## src/rtl/display_mux_n.sv

```systemverilog
// display_mux_n: time-multiplexed driver for a common-anode seven-segment bank.
// Scans N_DIGITS digits, each selected for REFRESH_TICKS cycles. Input values are
// latched once per scan frame, so a frame always shows one coherent value set.
// Supports hex glyphs, decimal points, leading-zero suppression, per-digit blink
// and PWM brightness. All outputs are registered (one cycle behind scan state).
module display_mux_n #(
  parameter int unsigned N_DIGITS      = 4,
  parameter int unsigned REFRESH_TICKS = 100000,
  parameter int unsigned DUTY_BITS     = 4,
  parameter int unsigned BLINK_FRAMES  = 250
) (
  input  logic                    i_clk,
  input  logic                    i_reset,
  input  logic [4*N_DIGITS-1:0]   i_digits,
  input  logic [N_DIGITS-1:0]     i_dp,
  input  logic [N_DIGITS-1:0]     i_blink_mask,
  input  logic [DUTY_BITS-1:0]    i_brightness,
  input  logic                    i_hex_en,
  input  logic                    i_lz_blank,
  output logic [N_DIGITS-1:0]     o_enabled,
  output logic [6:0]              o_ag,
  output logic                    o_dp_n,
  output logic                    o_frame_tick
);

  localparam int unsigned SlotW = (REFRESH_TICKS > 1) ? $clog2(REFRESH_TICKS) : 1;
  localparam int unsigned IdxW  = (N_DIGITS > 1) ? $clog2(N_DIGITS) : 1;
  localparam int unsigned FrmW  = (BLINK_FRAMES > 1) ? $clog2(BLINK_FRAMES) : 1;

  localparam logic [SlotW-1:0] SlotLast = SlotW'(REFRESH_TICKS - 1);
  localparam logic [IdxW-1:0]  IdxLast  = IdxW'(N_DIGITS - 1);
  localparam logic [FrmW-1:0]  FrmLast  = FrmW'(BLINK_FRAMES - 1);

  localparam logic [6:0] GlyphBlank = 7'b1111111;

  // Segment pattern in ag[6:0] order (active low); hex letters only when enabled.
  function automatic logic [6:0] f_glyph(input logic [3:0] val, input logic hex_en);
    logic [6:0] g;
    case (val)
      4'h0:    g = 7'b1000000;
      4'h1:    g = 7'b1111001;
      4'h2:    g = 7'b0100100;
      4'h3:    g = 7'b0110000;
      4'h4:    g = 7'b0011001;
      4'h5:    g = 7'b0010010;
      4'h6:    g = 7'b0000010;
      4'h7:    g = 7'b1111000;
      4'h8:    g = 7'b0000000;
      4'h9:    g = 7'b0010000;
      4'hA:    g = 7'b0001000;
      4'hB:    g = 7'b0000011;
      4'hC:    g = 7'b1000110;
      4'hD:    g = 7'b0100001;
      4'hE:    g = 7'b0000110;
      default: g = 7'b0001110;
    endcase
    if (val > 4'h9 && !hex_en) begin
      g = GlyphBlank;
    end
    return g;
  endfunction

  // Scan timing state
  logic [SlotW-1:0]      r_slot_cnt;
  logic [IdxW-1:0]       r_idx;
  logic [FrmW-1:0]       r_frame_cnt;
  logic                  r_blink_phase;
  logic [DUTY_BITS-1:0]  r_pwm_cnt;
  logic                  r_frame_tick;

  // Per-frame shadow copies of the display inputs
  logic [4*N_DIGITS-1:0] r_sh_digits;
  logic [N_DIGITS-1:0]   r_sh_dp;
  logic [N_DIGITS-1:0]   r_sh_blink;
  logic                  r_sh_hex;
  logic                  r_sh_lz;

  // Registered pin drivers
  logic [N_DIGITS-1:0]   r_enabled;
  logic [6:0]            r_ag;
  logic                  r_dp_n;

  logic                  w_slot_end;
  logic                  w_frame_end;
  logic [3:0]            w_cur_val;
  logic                  w_cur_dp;
  logic                  w_cur_blink;
  logic                  w_cur_sup;
  logic                  w_all_zero;
  logic                  w_anode_on;
  logic [6:0]            w_ag_d;
  logic                  w_dp_n_d;
  logic [N_DIGITS-1:0]   w_enabled_d;

  assign w_slot_end  = (r_slot_cnt == SlotLast);
  assign w_frame_end = w_slot_end && (r_idx == IdxLast);

  // Slot/digit scan, PWM counter, frame strobe, shadow latch and blink phase
  always_ff @(posedge i_clk or posedge i_reset) begin
    if (i_reset) begin
      r_slot_cnt    <= '0;
      r_idx         <= '0;
      r_frame_cnt   <= '0;
      r_blink_phase <= 1'b0;
      r_pwm_cnt     <= '0;
      r_frame_tick  <= 1'b0;
      r_sh_digits   <= '0;
      r_sh_dp       <= '0;
      r_sh_blink    <= '0;
      r_sh_hex      <= 1'b0;
      r_sh_lz       <= 1'b0;
    end else begin
      r_pwm_cnt    <= r_pwm_cnt + DUTY_BITS'(1);
      r_frame_tick <= w_frame_end;
      if (w_slot_end) begin
        r_slot_cnt <= '0;
        r_idx      <= w_frame_end ? '0 : r_idx + IdxW'(1);
      end else begin
        r_slot_cnt <= r_slot_cnt + SlotW'(1);
      end
      if (w_frame_end) begin
        r_sh_digits <= i_digits;
        r_sh_dp     <= i_dp;
        r_sh_blink  <= i_blink_mask;
        r_sh_hex    <= i_hex_en;
        r_sh_lz     <= i_lz_blank;
        if (r_frame_cnt == FrmLast) begin
          r_frame_cnt   <= '0;
          r_blink_phase <= ~r_blink_phase;
        end else begin
          r_frame_cnt <= r_frame_cnt + FrmW'(1);
        end
      end
    end
  end

  // Select the current digit's shadow data; a digit is suppressed when it and
  // every more-significant digit are zero (digit 0 never is)
  always_comb begin
    w_cur_val   = 4'h0;
    w_cur_dp    = 1'b0;
    w_cur_blink = 1'b0;
    w_cur_sup   = 1'b0;
    w_all_zero  = 1'b1;
    for (int i = N_DIGITS - 1; i >= 0; i--) begin
      w_all_zero = w_all_zero && (r_sh_digits[4*i +: 4] == 4'h0);
      if (r_idx == IdxW'(i)) begin
        w_cur_val   = r_sh_digits[4*i +: 4];
        w_cur_dp    = r_sh_dp[i];
        w_cur_blink = r_sh_blink[i];
        w_cur_sup   = r_sh_lz && (i != 0) && w_all_zero;
      end
    end
  end

  // Next pin values: glyph, suppression, blink blanking and PWM-gated anode
  always_comb begin
    w_ag_d   = w_cur_sup ? GlyphBlank : f_glyph(w_cur_val, r_sh_hex);
    w_dp_n_d = ~w_cur_dp;
    if (r_blink_phase && w_cur_blink) begin
      w_ag_d   = GlyphBlank;
      w_dp_n_d = 1'b1;
    end
    w_anode_on  = (r_pwm_cnt <= i_brightness);
    w_enabled_d = '1;
    for (int i = 0; i < N_DIGITS; i++) begin
      if (w_anode_on && (r_idx == IdxW'(i))) begin
        w_enabled_d[i] = 1'b0;
      end
    end
  end

  // Output registers; reset blanks the display immediately
  always_ff @(posedge i_clk or posedge i_reset) begin
    if (i_reset) begin
      r_enabled <= '1;
      r_ag      <= GlyphBlank;
      r_dp_n    <= 1'b1;
    end else begin
      r_enabled <= w_enabled_d;
      r_ag      <= w_ag_d;
      r_dp_n    <= w_dp_n_d;
    end
  end

  assign o_enabled    = r_enabled;
  assign o_ag         = r_ag;
  assign o_dp_n       = r_dp_n;
  assign o_frame_tick = r_frame_tick;

endmodule

```

## config.mk

```make
export PLATFORM = sky130hd
export DESIGN_NAME = display_mux_n
export DESIGN_NICKNAME = d
export VERILOG_FILES = /design/src/rtl/display_mux_n.sv
export SDC_FILE = /design/constraint.sdc
export NUM_CORES = 1
export LEC_CHECK = 0
export CAP_MARGIN = 20
export CORE_MARGIN = 8
export CORE_UTILIZATION = 42
export CTS_BUF_LIST = sky130_fd_sc_hd__clkbuf_4 sky130_fd_sc_hd__clkbuf_8
export CTS_CLUSTER_DIAMETER = 150
export CTS_CLUSTER_SIZE = 20
export DETAILED_ROUTE_END_ITERATION = 16
export SYNTH_ARGS = -nofsm -noshare
export SYNTH_HDL_FRONTEND = slang
export SYNTH_SLANG_ARGS = --single-unit
```

## constraint.sdc

```tcl
create_clock -name i_clk -period 3.13 [get_ports i_clk]
set_input_delay 0.313 -clock i_clk [delete_from_list [all_inputs] [get_ports i_clk]]
set_output_delay 0.313 -clock i_clk [all_outputs]
set_load 0.005 [all_outputs]
```

==> results of run 1 <==
[per-stage QoR]
step | cell area [um^2] | worst slack, ps | utilization, %
2_1_floorplan | 3566 | 639.4 | -
3_3_place_gp | 4106 | 454.7 | 49.98
3_5_place_dp | 4106 | 341.2 | 49.98
4_1_cts | 4304 | 300.3 | 52.38
5_1_grt | 4304 | 59.64 | 52.38
6_report | 4304 | 282.9 | 52.38
[flip-flops by register name, summed over array words and instances, names as in the netlist]
signal         count
r_slot_cnt        17
o_ag               7
r_pwm_cnt          4
r_blink_phase      1
r_idx              2
o_enabled          4
r_sh_digits       16
o_dp_n             1
r_sh_hex           1
r_sh_blink         4
o_frame_tick       1
r_sh_dp            4
r_sh_lz            1
r_frame_cnt        8
[final cells by class]
class	count	area (um^2)	area share (%)
Clock buffer	12	152.6	3.547
Timing Repair Buffer	48	483.0	11.22
Multi-Input combinational cell	272	1637	38.02
Clock inverter	4	45.04	1.047
Sequential cell	71	1792	41.63
Tap cell	105	131.4	3.052
Inverter	17	63.81	1.483
[routing by layer]
| layer | vias to the layer above | wire length, um | GRT usage, % |
|---|---|---|---|
| met1 | 1276 | 3656 | 18.57 |
| met3 | 5 | 402 | 4.581 |
| met4 | 0 | 73 | 4.163 |
| met2 | 48 | 3245 | 19.83 |
| met5 | - | 0 | 0 |
| li1 | 1350 | - | - |
[power by group through the flow]
stage                     Clock [uW]  Combinational [uW]  Sequential, uW
after floorplan                    0                18.1             936
after global routing             797                74.8             918
after global placement             0                68.4             935
after CTS                        758                69.6             918
final                            735                66.8             918
after detailed placement           0                69.1             935
[cell usage after synthesis (5+ instances only)]
library cell / instances
nand2_1: 100
dfrtp_1: 59
nor2_1: 24
ha_1: 19
inv_1: 16
nand3_1: 13
dfstp_2: 12
o21ai_1: 12
xor2_1: 9
xnor2_1: 8
nand4_1: 7
o21ai_0: 6
a21oi_1: 5
buf_2: 5
clkbuf_1: 5
nor2b_1: 5
[worst paths after layout]
kind / from / endpoint / depth (start not counted)
hold / removal: i_reset / r_pwm_cnt[2] / 3
setup / recovery: r_idx[0] / o_ag[2] / 10
max in group asynchronous: i_reset / o_ag[1] / 3
hold reg to reg: r_sh_blink[3] / r_sh_blink[3] / 2
min in group i_clk: r_sh_blink[3] / r_sh_blink[3] / 2
setup reg to reg: r_idx[0] / o_ag[2] / 10
[worst max-delay path: stages (launching register included)]
cell	delay, ps
dfrtp_1	400
inv_1	90
ha_1	320
nand2b_1	230
o221ai_1	530
inv_1	180
ha_1	270
nor2_1	100
nor2_1	50
o311a_1	450
o311ai_1	130
[cell families (layout without fill, tap and decap cells)]
logic type	after synthesis	count (layout)
AND/OR/NAND/NOR	180	180
buffers and inverters	30	81
AO/OA/AOI/OAI	50	50
flip-flops	71	71
adder cells (fa/ha/maj)	19	19
multiplexers	6	6
XOR/XNOR	17	17
==> run_results.csv, run 1 <==
group,metric,value,unit
power,powerDensity,399.6,mW/mm^2
drt,drc,0,
cts,cts_tree,"yes",
power,seqPwrFrac,53.4,%
power,comb_power_share,3.9,%
synth,synth.avg_cell_area,9.560,um^2
power,power_switching_share,20.81,%
cts,clk_latency,340,ps
drt,vias_per_cell,5.064,
cts,numCtsBuffers,9,
synth,post_synth_main_area_contributors,"dfrtp_1 (41%), nand2_1 (11%), dfstp_2 (8.8%)",
setup_path,rrSetupSlack,280,ps
floorplan,die_w,108.1,um
worst_hold_path,hp-class,"in -> async",
synth,synthFlopType,"dfrtp_1",
sta,maxSlewHeadroom,58.69,%
grt,antenna_found_initial,0,
floorplan,design.die.area,0.01169,mm^2
power,p_leak,0.001925,uW
drt,dr_total_vias,2679,
final_layout,fin_cells,529,
sta,period_share,90.96,%
floorplan,start_util,43.40,%
placed_design,hpwlAfterDp,5.238,mm
synth,synth-compound-area-share,9.509,%
floorplan,die_h,108.1,um
sta,hold_viol,0,
drt,ant_nets,0,
sta,tns,0,ps
cts,clock-sinks,71,
synth,synth_fa_ha_area_share,6.667,%
synth,muxShareOfSynthArea,1.895,%
setup_path,cp-end-kind,"flop",
synth,synth_seq_cells,71,
grt,grt_use_total,13.59,%
cts,cts_max_level,3,
synth,synth_edf_count,0,
setup_path,critPathMaxFanout,10,
power,clkPwrFrac,42.7,%
synth,yosysSeqAreaShare,50.25,%
drt,wl,7.378,mm
setup_path,criticalPathCategory,"reg -> reg",
sta,grt_setup_unrepaired,"false",
synth,synth_top_family_by_area,"simple AND/OR/NAND/NOR gates",
drt,dr.pass1.iters,4,
placed_design,io_buffers,44,
grt,grt_pass1_wl,12.83,mm
cts,path_clk_slew,70,ps
final_layout,syn2layout_area_growth,20.70,%
final_layout,layout_commonest_cell,"nand2_1",
synth,yosys_warnings,0,
final_layout,antenna_cells,0,
synth,synth_nets,424,
setup_path,cp-start-kind,"flop",
floorplan,core-area,0.008217,mm^2
synth,synthXorXnorAreaFrac,4.175,%
final_layout,layout_common_cells,"nand2_1 (100), dfrtp_1 (59), clkdlybuf4s50_1 (44)",
placed_design,placed_cells,513,
power,internal_power,1362,uW
floorplan,io_pins,45,
sta,worst_pin_slew,619.7,ps
grt,grt_pass1_vias,2693,
sta,drv_slew,0,
power,finalPower,1720,uW
sta,fin_hold_ws,345.7,ps
synth,syn-instance-count,373,
cts,clockBufferDepth,2,
drt,drt_iter0_markers,217,
power,power.switching,357.9,uW
placed_design,gp_congestion,0.8798,
sta,final.setup_skew,10.19,ps
sta,max_freq,351.2,MHz
sta,finalSetupViolCount,0,
final_layout,fillers,792,
cts,post_cts_resized,0,
cts,postCtsHoldBufs,0,
synth,synth_simple_gate_area_share,23.65,%
synth,synth_top_area_share,41.40,%
synth,synth_area,0.003566,mm^2
power,ir_drop,0.2759,mV
job,max_cap_viol_count,0,
synth,synth_top_area_cell,"dfrtp_1",
synth,yosysUniqueCellTypes,55,
grt,grt_max_degree,72,
final_layout,nNetsFinal,470,
setup_path,cp.required,3380,ps
final_layout,drive_above_1_share,10.38,%
sta,min_period,2847,ps
setup_path,critPathArrivalTime,3090,ps
drt,routedWlPerCell,13.95,um
cts,cts_setup_buffers,0,
cts,clockRootBuffer,"clkbuf_8",
floorplan,rows,33,
grt,gr-total-overflow,0,
synth,async_flop_share,100.0,%
outcome,outcome,"finished, final reports clean",
No activity file was read; power rests on OpenSTA's default activity.
==> run 2, diff against run 1 <==
--- a/config.mk
+++ b/config.mk
@@ -5,7 +5,7 @@
 export SDC_FILE = /design/constraint.sdc
 export NUM_CORES = 1
 export LEC_CHECK = 0
-export CAP_MARGIN = 20
+export ABC_CLOCK_PERIOD_IN_PS = 3130
 export CORE_MARGIN = 8
 export CORE_UTILIZATION = 42
 export CTS_BUF_LIST = sky130_fd_sc_hd__clkbuf_4 sky130_fd_sc_hd__clkbuf_8
==> results of run 2 <==
Same layout as run 1: the final DEF is identical, and so are final timing and power.
==> run 3, diff against run 2 <==
--- a/config.mk
+++ b/config.mk
@@ -6,6 +6,7 @@
 export NUM_CORES = 1
 export LEC_CHECK = 0
 export ABC_CLOCK_PERIOD_IN_PS = 3130
+export CAP_MARGIN = 20
 export CORE_MARGIN = 8
 export CORE_UTILIZATION = 42
 export CTS_BUF_LIST = sky130_fd_sc_hd__clkbuf_4 sky130_fd_sc_hd__clkbuf_8
==> results of run 3 <==
Same layout as run 1: the final DEF is identical, and so are final timing and power.
